[src/rtl/uar_pkg.sv]
// ============================================================================
// uar_pkg : shared codes, frame lengths and parser states for uar_cmd_decoder
// Revision : 1.0
// ============================================================================
`default_nettype none

package uar_pkg;

  localparam logic [7:0] SYNC_BYTE_DEF  = 8'hA5;
  localparam logic [7:0] CMD_WRITE_DEF  = 8'h01;
  localparam logic [7:0] CMD_READ_DEF   = 8'h02;

  localparam int READ_FRAME_LEN  = 4;
  localparam int WRITE_FRAME_LEN = 8;
  localparam int DATA_BYTES      = 4;

  typedef enum logic [2:0] {
    HUNT = 3'd0,
    CMD  = 3'd1,
    ADDR = 3'd2,
    DATA = 3'd3,
    CSUM = 3'd4
  } uar_state_e;

endpackage

`default_nettype wire

[src/rtl/uar_byte_timer.sv]
// ============================================================================
// uar_byte_timer : inter-byte timeout counter, pulses expire at TIMEOUT_CYCLES-1
// Revision : 1.0
// ============================================================================
`default_nettype none

module uar_byte_timer #(
  parameter int TIMEOUT_CYCLES = 100000
) (
  input  logic clk,
  input  logic rst_n,
  input  logic clr,
  input  logic en,
  output logic expire
);

  localparam int            W    = (TIMEOUT_CYCLES > 2) ? $clog2(TIMEOUT_CYCLES) : 1;
  localparam logic [W-1:0]  LAST = W'(TIMEOUT_CYCLES - 1);

  logic [W-1:0] count_q;
  logic [W-1:0] count_d;

  // A clearing byte in the expiry cycle suppresses the timeout.
  assign expire = en && !clr && (count_q == LAST);

  always_comb begin
    count_d = count_q;
    if (clr || expire || !en) begin
      count_d = '0;
    end else begin
      count_d = count_q + 1'b1;
    end
  end

  always_ff @(posedge clk or negedge rst_n) begin
    if (!rst_n) begin
      count_q <= '0;
    end else begin
      count_q <= count_d;
    end
  end

endmodule

`default_nettype wire

[src/rtl/uar_cmd_decoder.sv]
// ============================================================================
// uar_cmd_decoder : assembles framed host commands from the UART byte stream
// Optional error counter enabled by macro UAR_CMD_DECODER_ERR_CNT_EN
// Revision : 1.0
// ============================================================================
`default_nettype none

module uar_cmd_decoder
  import uar_pkg::*;
#(
  parameter logic [7:0] SYNC_BYTE      = SYNC_BYTE_DEF,
  parameter logic [7:0] CMD_WRITE      = CMD_WRITE_DEF,
  parameter logic [7:0] CMD_READ       = CMD_READ_DEF,
  parameter int         TIMEOUT_CYCLES = 100000
) (
  input  logic        clk,
  input  logic        rst_n,
  input  logic [7:0]  in_data,
  input  logic        in_valid,
  input  logic        in_ferr,
  output logic        cmd_valid,
  input  logic        cmd_ready,
  output logic        cmd_write,
  output logic [7:0]  cmd_addr,
  output logic [31:0] cmd_data,
  output logic        csum_err,
  output logic        cmd_err,
  output logic        timeout_err,
  output logic        overrun_err,
  output logic        rx_err
`ifdef UAR_CMD_DECODER_ERR_CNT_EN
  ,
  input  logic        err_clr,
  output logic [7:0]  err_count
`endif
);

  uar_state_e  state_q, state_d;
  logic [7:0]  csum_q, csum_d;
  logic        is_write_q, is_write_d;
  logic [7:0]  addr_q, addr_d;
  logic [31:0] data_q, data_d;
  logic [1:0]  bcnt_q, bcnt_d;

  logic        cmd_valid_q, cmd_valid_d;
  logic        cmd_write_q, cmd_write_d;
  logic [7:0]  cmd_addr_q, cmd_addr_d;
  logic [31:0] cmd_data_q, cmd_data_d;

  logic        csum_err_q, csum_err_d;
  logic        cmd_err_q, cmd_err_d;
  logic        timeout_err_q, timeout_err_d;
  logic        overrun_err_q, overrun_err_d;
  logic        rx_err_q, rx_err_d;

  logic        tmr_clr;
  logic        tmr_en;
  logic        tmr_expire;
  logic        frame_done;

  assign tmr_clr = in_valid || in_ferr;
  assign tmr_en  = (state_q != HUNT);

  uar_byte_timer #(
    .TIMEOUT_CYCLES (TIMEOUT_CYCLES)
  ) u_byte_timer (
    .clk    (clk),
    .rst_n  (rst_n),
    .clr    (tmr_clr),
    .en     (tmr_en),
    .expire (tmr_expire)
  );

  always_comb begin
    state_d       = state_q;
    csum_d        = csum_q;
    is_write_d    = is_write_q;
    addr_d        = addr_q;
    data_d        = data_q;
    bcnt_d        = bcnt_q;
    cmd_valid_d   = cmd_valid_q;
    cmd_write_d   = cmd_write_q;
    cmd_addr_d    = cmd_addr_q;
    cmd_data_d    = cmd_data_q;
    csum_err_d    = 1'b0;
    cmd_err_d     = 1'b0;
    timeout_err_d = 1'b0;
    overrun_err_d = 1'b0;
    rx_err_d      = 1'b0;
    frame_done    = 1'b0;

    // Framing error outranks a coincident byte and aborts any partial frame.
    if (in_ferr) begin
      rx_err_d = 1'b1;
      state_d  = HUNT;
    end else if (in_valid) begin
      unique case (state_q)
        HUNT: begin
          if (in_data == SYNC_BYTE) begin
            state_d = CMD;
            csum_d  = '0;
            data_d  = '0;
            bcnt_d  = '0;
          end
        end
        CMD: begin
          if ((in_data == CMD_WRITE) || (in_data == CMD_READ)) begin
            is_write_d = (in_data == CMD_WRITE);
            csum_d     = csum_q ^ in_data;
            state_d    = ADDR;
          end else begin
            cmd_err_d = 1'b1;
            state_d   = HUNT;
          end
        end
        ADDR: begin
          addr_d  = in_data;
          csum_d  = csum_q ^ in_data;
          state_d = is_write_q ? DATA : CSUM;
        end
        DATA: begin
          // Little-endian: shifting in from the top leaves D0 in the low byte.
          data_d = {in_data, data_q[31:8]};
          csum_d = csum_q ^ in_data;
          bcnt_d = bcnt_q + 2'd1;
          if (bcnt_q == 2'(DATA_BYTES - 1)) begin
            state_d = CSUM;
          end
        end
        CSUM: begin
          state_d = HUNT;
          if (in_data == csum_q) begin
            frame_done = 1'b1;
          end else begin
            csum_err_d = 1'b1;
          end
        end
        default: state_d = HUNT;
      endcase
    end else if (tmr_expire) begin
      timeout_err_d = 1'b1;
      state_d       = HUNT;
    end

    // A completion coinciding with a handshake replaces the accepted command.
    if (frame_done) begin
      if (cmd_valid_q && !cmd_ready) begin
        overrun_err_d = 1'b1;
      end else begin
        cmd_valid_d = 1'b1;
        cmd_write_d = is_write_q;
        cmd_addr_d  = addr_q;
        cmd_data_d  = is_write_q ? data_q : 32'd0;
      end
    end else if (cmd_valid_q && cmd_ready) begin
      cmd_valid_d = 1'b0;
    end
  end

  always_ff @(posedge clk or negedge rst_n) begin
    if (!rst_n) begin
      state_q       <= HUNT;
      csum_q        <= '0;
      is_write_q    <= 1'b0;
      addr_q        <= '0;
      data_q        <= '0;
      bcnt_q        <= '0;
      cmd_valid_q   <= 1'b0;
      cmd_write_q   <= 1'b0;
      cmd_addr_q    <= '0;
      cmd_data_q    <= '0;
      csum_err_q    <= 1'b0;
      cmd_err_q     <= 1'b0;
      timeout_err_q <= 1'b0;
      overrun_err_q <= 1'b0;
      rx_err_q      <= 1'b0;
    end else begin
      state_q       <= state_d;
      csum_q        <= csum_d;
      is_write_q    <= is_write_d;
      addr_q        <= addr_d;
      data_q        <= data_d;
      bcnt_q        <= bcnt_d;
      cmd_valid_q   <= cmd_valid_d;
      cmd_write_q   <= cmd_write_d;
      cmd_addr_q    <= cmd_addr_d;
      cmd_data_q    <= cmd_data_d;
      csum_err_q    <= csum_err_d;
      cmd_err_q     <= cmd_err_d;
      timeout_err_q <= timeout_err_d;
      overrun_err_q <= overrun_err_d;
      rx_err_q      <= rx_err_d;
    end
  end

  assign cmd_valid   = cmd_valid_q;
  assign cmd_write   = cmd_write_q;
  assign cmd_addr    = cmd_addr_q;
  assign cmd_data    = cmd_data_q;
  assign csum_err    = csum_err_q;
  assign cmd_err     = cmd_err_q;
  assign timeout_err = timeout_err_q;
  assign overrun_err = overrun_err_q;
  assign rx_err      = rx_err_q;

`ifdef UAR_CMD_DECODER_ERR_CNT_EN
  logic [7:0] err_count_q, err_count_d;
  logic       any_err;

  assign any_err = csum_err_q | cmd_err_q | timeout_err_q | overrun_err_q | rx_err_q;

  always_comb begin
    err_count_d = err_count_q;
    if (err_clr) begin
      err_count_d = '0;
    end else if (any_err && (err_count_q != 8'hFF)) begin
      err_count_d = err_count_q + 8'd1;
    end
  end

  always_ff @(posedge clk or negedge rst_n) begin
    if (!rst_n) begin
      err_count_q <= '0;
    end else begin
      err_count_q <= err_count_d;
    end
  end

  assign err_count = err_count_q;
`endif

endmodule

`default_nettype wire
[config.mk]
export PLATFORM = sky130hd
export DESIGN_NAME = uar_cmd_decoder
export DESIGN_NICKNAME = d
export VERILOG_FILES = /design/src/rtl/uar_pkg.sv /design/src/rtl/uar_byte_timer.sv /design/src/rtl/uar_cmd_decoder.sv
export SDC_FILE = /design/constraint.sdc
export NUM_CORES = 1
export LEC_CHECK = 0
export CAP_MARGIN = 5
export CORE_MARGIN = 3
export CORE_UTILIZATION = 65
export DETAILED_ROUTE_END_ITERATION = 6
export DONT_BUFFER_PORTS = 1
export PLACE_DENSITY = 0.9
export SYNTH_ARGS = -nofsm -noshare
export SYNTH_HDL_FRONTEND = slang
export SYNTH_SLANG_ARGS = --single-unit
[constraint.sdc]
create_clock -name clk -period 3.7 [get_ports clk]
set_input_delay 0.74 -clock clk [delete_from_list [all_inputs] [get_ports clk]]
set_output_delay 0.74 -clock clk [all_outputs]
set_load 0.01 [all_outputs]
== Word-level counts from Yosys, hierarchy flattened ==
Cells that the tools add are included.

* Output and inout bits: 47
* Flip-flop bits (word level): 118
* Logic and storage cells: 99
* Input bits: 13

* Multiplexer cells: 38
* Add/sub/neg operators: 2
* Bitwise gates (word level): 3
* Reduce and logical (&&, ||, !) cells: 25
* Equal/unequal tests: 15

{| class="wikitable"
|+ Operator list
! kind !! count
|-
| $mux W32 || 2
|-
| $pmux W32 S2 || 1
|-
| $pmux W8 S3 || 1
|-
| $mux W1 || 21
|-
| $mux W3 || 6
|-
| $add A17 B1 Y17 const B || 1
|-
| $eq A17 B17 Y1 const B || 1
|-
| $mux W17 || 1
|-
| $mux W8 || 2
|-
| $pmux W3 S4 || 1
|-
| $reduce_bool A3 Y1 || 3
|-
| $eq A8 B1 Y1 const B || 1
|-
| $eq A8 B2 Y1 const B || 1
|-
| $eq A8 B8 Y1 || 1
|-
| $eq A8 B8 Y1 const B || 1
|-
| $ne A4 B4 Y1 const B || 2
|-
| $reduce_and A4 Y1 || 2
|-
| $xor A8 B8 Y8 || 1
|-
| $eq A3 B2 Y1 const B || 2
|-
| $ne A2 B2 Y1 const B || 3
|-
| $reduce_and A3 Y1 || 2
|-
| $reduce_and A5 Y1 || 1
|-
| $logic_and A1 B1 Y1 || 4
|-
| $logic_or A1 B1 Y1 || 4
|-
| 12 further kinds || 18
|}

== Depth between registers and ports, before layout ==
* Depth after elaboration: 7
* Gate-level depth with buffers: 7
* Mapped depth without buffers: 5

== Modules after synthesis ==
Synthesis repeated with hierarchy kept, for this count alone.

* Cells, all modules: 459
* Area, all modules: 5182.5 um^2

{| class="wikitable"
|+ By module, submodules not included
! module !! instances !! seq. area each (um^2) !! cells each !! area each (um^2)
|-
| uar_cmd_decoder || 1 || 2527.4 || 371 || 4299.1
|-
| uar_byte_timer || 1 || 425.4 || 88 || 883.3
|}

== Least setup slack after synthesis ==
OpenSTA, ideal clock, no wires.

* Path kind: input to register
* Start point: input in_data[1]
* End point: register cmd_write_q (netlist: cmd_write)
* Stages on the path: 6
* Setup time: 128 ps
* Arrival time: 2228 ps
* Data required time: 3572 ps
* Slack: 1345 ps
* Buffers on the path: 2
* Cell sequence: clkbuf_1 xnor2_1 nand4_1 nor4b_2 buf_4 mux2_1

* Word-level cells in the longest chain between the ends: 6

{| class="wikitable"
|+ Ends and longest elaborated chain
! item !! RTL line !! source
|-
| from (decl) || uar_cmd_decoder.sv:18 || <nowiki>input logic [7:0] in_data,</nowiki>
|-
| $eq A8 B8 Y1 || uar_cmd_decoder.sv:132 || <nowiki>if (in_data == csum_q) begin</nowiki>
|-
| $mux W1 || uar_cmd_decoder.sv:132 ||
|-
| $mux W1 || uar_cmd_decoder.sv:97 || <nowiki>unique case (state_q)</nowiki>
|-
| $mux W1 || uar_cmd_decoder.sv:96 || <nowiki>end else if (in_valid) begin</nowiki>
|-
| $mux W1 || uar_cmd_decoder.sv:93 || <nowiki>if (in_ferr) begin</nowiki>
|-
| $reduce_and A2 Y1 (no line) || n/a ||
|-
| to (signal assigned) || uar_cmd_decoder.sv:185 || <nowiki>cmd_write_q <= cmd_write_d;</nowiki>
|-
| to (decl) || uar_cmd_decoder.sv:46 || <nowiki>logic cmd_write_q, cmd_write_d;</nowiki>
|}

Every way passes these cells.
A chain may end at the register's enable or synchronous reset.

== Worst setup path after layout ==
* Start point: register state_q[1]
* End point: register data_q[11]

* Word-level cells in the longest chain between the ends: 3
* Elaborated cells on any way between the ends: 6
* Those cells by class: eq/ne (2); mux (1); reduce/logical (3)

{| class="wikitable"
|+ Ends and longest elaborated chain
! item !! RTL line !! source
|-
| from (decl) || uar_cmd_decoder.sv:38 || <nowiki>uar_state_e state_q, state_d;</nowiki>
|-
| from (signal assigned) || uar_cmd_decoder.sv:178 || <nowiki>state_q <= state_d;</nowiki>
|-
| $eq A3 B2 Y1 or $logic_not A3 Y1 (tied branches) || uar_cmd_decoder.sv:97 ||
|-
| $reduce_bool A2 Y1 (no line) or $ne A2 B2 Y1 (tied branches) || n/a ||
|-
| $reduce_and A4 Y1 (no line) || n/a ||
|-
| to (signal assigned) || uar_cmd_decoder.sv:182 || <nowiki>data_q <= data_d;</nowiki>
|-
| to (decl) || uar_cmd_decoder.sv:42 || <nowiki>logic [31:0] data_q, data_d;</nowiki>
|}

Parallel ways exist; a longest one is shown, timed or not.

==> reports/summary.txt <==
Share of post-route cells with drive strength above 1 - 0.100
Vias - 3,605
Setup Buffers After CTS - 0
Clk pwr share - 0.528
Pwr/cell area - 542 nW/µm²
IO Pins - 60
Max-slew violations - 0
Critical path cell sequence - or2_2 -> o41ai_2 -> nand2_1 -> buf_4 -> a22o_1
Pleak - 2.65 nW
Part of the power in registers - 0.430
Die height - 95.3 µm
Final setup viols - 0
DRC Markers - 0
Horiz. Die Dim - 95.3 µm
Starting Density - 0.692
Max-Cap Viols - 0
DRT antenna net count - 0
Internal power - 2.46 mW
Hold WS - 0.177 ns
CTS tree - built
Setup slack, reg-to-reg - 1.24 ns
Sum Neg Setup Slack - 0 ns
RSZ-0062 raised after global routing - no
Clk buf depth - 2
Worst Path Required - 4.11 ns
R2R depth - 5
H-tree levels - 4
Register area share after synthesis - 0.570
Max incr delay on CP - 0.51 ns
Initial DRC count - 301
Syn nets - 462
Port Buffer Count - 0
WP data arrival - 2.87 ns
Commonest register cell after synthesis - dfrtp_1
Antenna violations before repair - 0
Switching Fraction - 0.227
PostCTS Resize Cnt - 0
DIE AREA - 9080 µm²
Pin count of the biggest net entering global routing - 119
Critical path class - reg -> reg
Synthesized cell area - 5180 µm²
Rel. slew slack - 0.180
Fin nets - 461
# rows - 31
Fin. Hold Viols - 0
Clock Skew - 0.0100 ns
Clock sinks - 118
CP endpoint kind - flip-flop
Clock root buffer - clkbuf_8
Total GRT Usage - 0.283
Vias in the first global route - 3,886
First-pass GRT wire length - 19.3 mm
CTS clk-pin slew, worst paths - 0.06 ns
Synth-to-layout area growth - 13.4%
Startpoint Class - flip-flop
Dpl hpwl - 6.81 mm
Syn Inst Count - 447
Switching pwr - 0.722 mW
Drt total wl - 11.8 mm
Avg Cell Area, Syn - 11.6 µm²
Count of cell types in the netlist - 53
Maximum VDD drop - 0.000336 V
Ant diodes - 0
Worst skew pair latency - 0.53 ns
Register bit total from synthesis - 118
Hold Path Class - in -> async
Period utilisation layout - 0.665
Run status - finished clean
FF-to-FF Start - state_q[1]
Shortest period the worst path allows - 2.46 ns
Worst-Margin Slew - 1.23 ns
Cts bufs inserted - 17
Core area - 7490 µm²
CP max FO - 22
Post-synth EDFFs - 0
Vias per cell - 6.46
GP Congestion - 0.818
1st-pass router iterations - 5
Critical Path Sink - data_q[11]
Critical Path Source - state_q[1]
Fill count - 416
R2R Path End - data_q[11]
Gate power share - 0.043
Fraction of registers with async set/reset - 1.00
Count of synthesis-stage warnings from yosys - 0
Hold_buf cts - 1
GRT overflow - 0
Fmax - 407 MHz
DR WL/cell - 21.2 µm
CP max stage cell - nand2_1
-- flip-flops by register name (all words and copies together) (netlist names), 2 cells and up --
signal	count
addr_q	8
csum_q	8
state_q	3
cmd_data	32
cmd_addr	8
data_q	32
u_byte_timer.count_q	17
bcnt_q	2
-- critical path, delay by kind of cell (launching register included) --
kind,cells,cell delay [ns]
AO/OA/AOI/OAI,2,0.56
buffers and inverters,1,0.39
flip-flops,1,0.50
AND/OR/NAND/NOR,2,0.90
-- power groups by stage --
stage | Sequential (mW) | Combinational, mW | Clock, mW
4_1_cts | 1.37 | 0.136 | 1.69
3_3_place_gp | 1.38 | 0.0969 | 0
5_1_grt | 1.37 | 0.148 | 1.75
2_1_floorplan | 1.38 | 0.0915 | 0
3_5_place_dp | 1.39 | 0.101 | 0
6_report | 1.37 | 0.136 | 1.68
-- cells in the final DEF, fill, tap and decap left out, drive strengths merged, types with 15 or more instances in the layout --
cell type,n
mux2i,32
xnor2,15
nand2,45
clkbuf,19
a22o,33
dfrtp,118
mux2,17
inv,38
nor2,18
-- how the worst min path moves through the flow --
stage | slack [ns] | to | cells after the start
final | 0.18 | u_byte_timer.count_q[13] | 1
after CTS | 0.19 | cmd_data[12] | 1
after detailed placement | 0.45 | u_byte_timer.count_q[10] | 0
after global placement | 0.45 | u_byte_timer.count_q[11] | 0
after global routing | 0.21 | cmd_data[4] | 1
after floorplan | 0.43 | u_byte_timer.count_q[0] | 1
-- Yosys cell counts (7+ instances only) --
| cell | n | area share |
|---|---|---|
| clkbuf_1 | 13 | 0.0094 |
| mux2i_1 | 32 | 0.062 |
| xnor2_1 | 15 | 0.025 |
| dfrtp_1 | 118 | 0.57 |
| inv_1 | 36 | 0.026 |
| nor3b_1 | 7 | 0.010 |
| nand2_1 | 45 | 0.033 |
| nor2_1 | 18 | 0.013 |
| mux2_1 | 16 | 0.035 |
| a22o_1 | 33 | 0.056 |
| or3_1 | 7 | 0.0085 |
| nor2b_1 | 8 | 0.0097 |
-- per-layer routing --
| metal | global-route usage | part of all wire | vias to the layer above |
|---|---|---|---|
| li1 | - | - | 1557 |
| met1 | 0.336 | 0.39 | 1814 |
| met2 | 0.446 | 0.49 | 188 |
| met3 | 0.106 | 0.084 | 46 |
| met4 | 0.154 | 0.037 | 0 |
| met5 | 0 | 0 | - |
-- cell type report --
| type | instances | area, µm² | share of cell area |
|---|---|---|---|
| repair buffers | 4 | 62.6 | 0.0107 |
| inverters | 36 | 135 | 0.0230 |
| clock inverters | 13 | 171 | 0.0292 |
| multi-input cells | 269 | 1980 | 0.338 |
| flip-flops and latches | 118 | 2950 | 0.503 |
| well taps | 99 | 124 | 0.0211 |
| clock buffers | 19 | 442 | 0.0752 |
-- through the flow --
| step | cell area, µm² | instances | utilization | total power [mW] | worst slack [ns] |
|---|---|---|---|---|---|
| floorplan | 5180 | 447 | - | 1.47 | 1.34 |
| global placement | 5230 | 525 | 0.699 | 1.48 | 1.01 |
| detailed placement | 5230 | 525 | 0.699 | 1.49 | 0.956 |
| CTS | 5870 | 558 | 0.784 | 3.19 | 1.32 |
| global route | 5870 | 558 | 0.784 | 3.27 | 1.12 |
| finish | 5870 | 558 | 0.784 | 3.19 | 1.24 |
-- kinds of logic (layout without fill, tap and decap cells) --
kind of cell	after synthesis	count (layout)	synth area share
simple gates	129	129	0.133
flops	118	118	0.570
compound gates	69	69	0.110
buf+inv	60	72	0.0490
mux	49	49	0.0988
xor+xnor	20	20	0.0338
fa+ha+maj	2	2	0.00483
No activity file was read; power rests on OpenSTA's default activity.
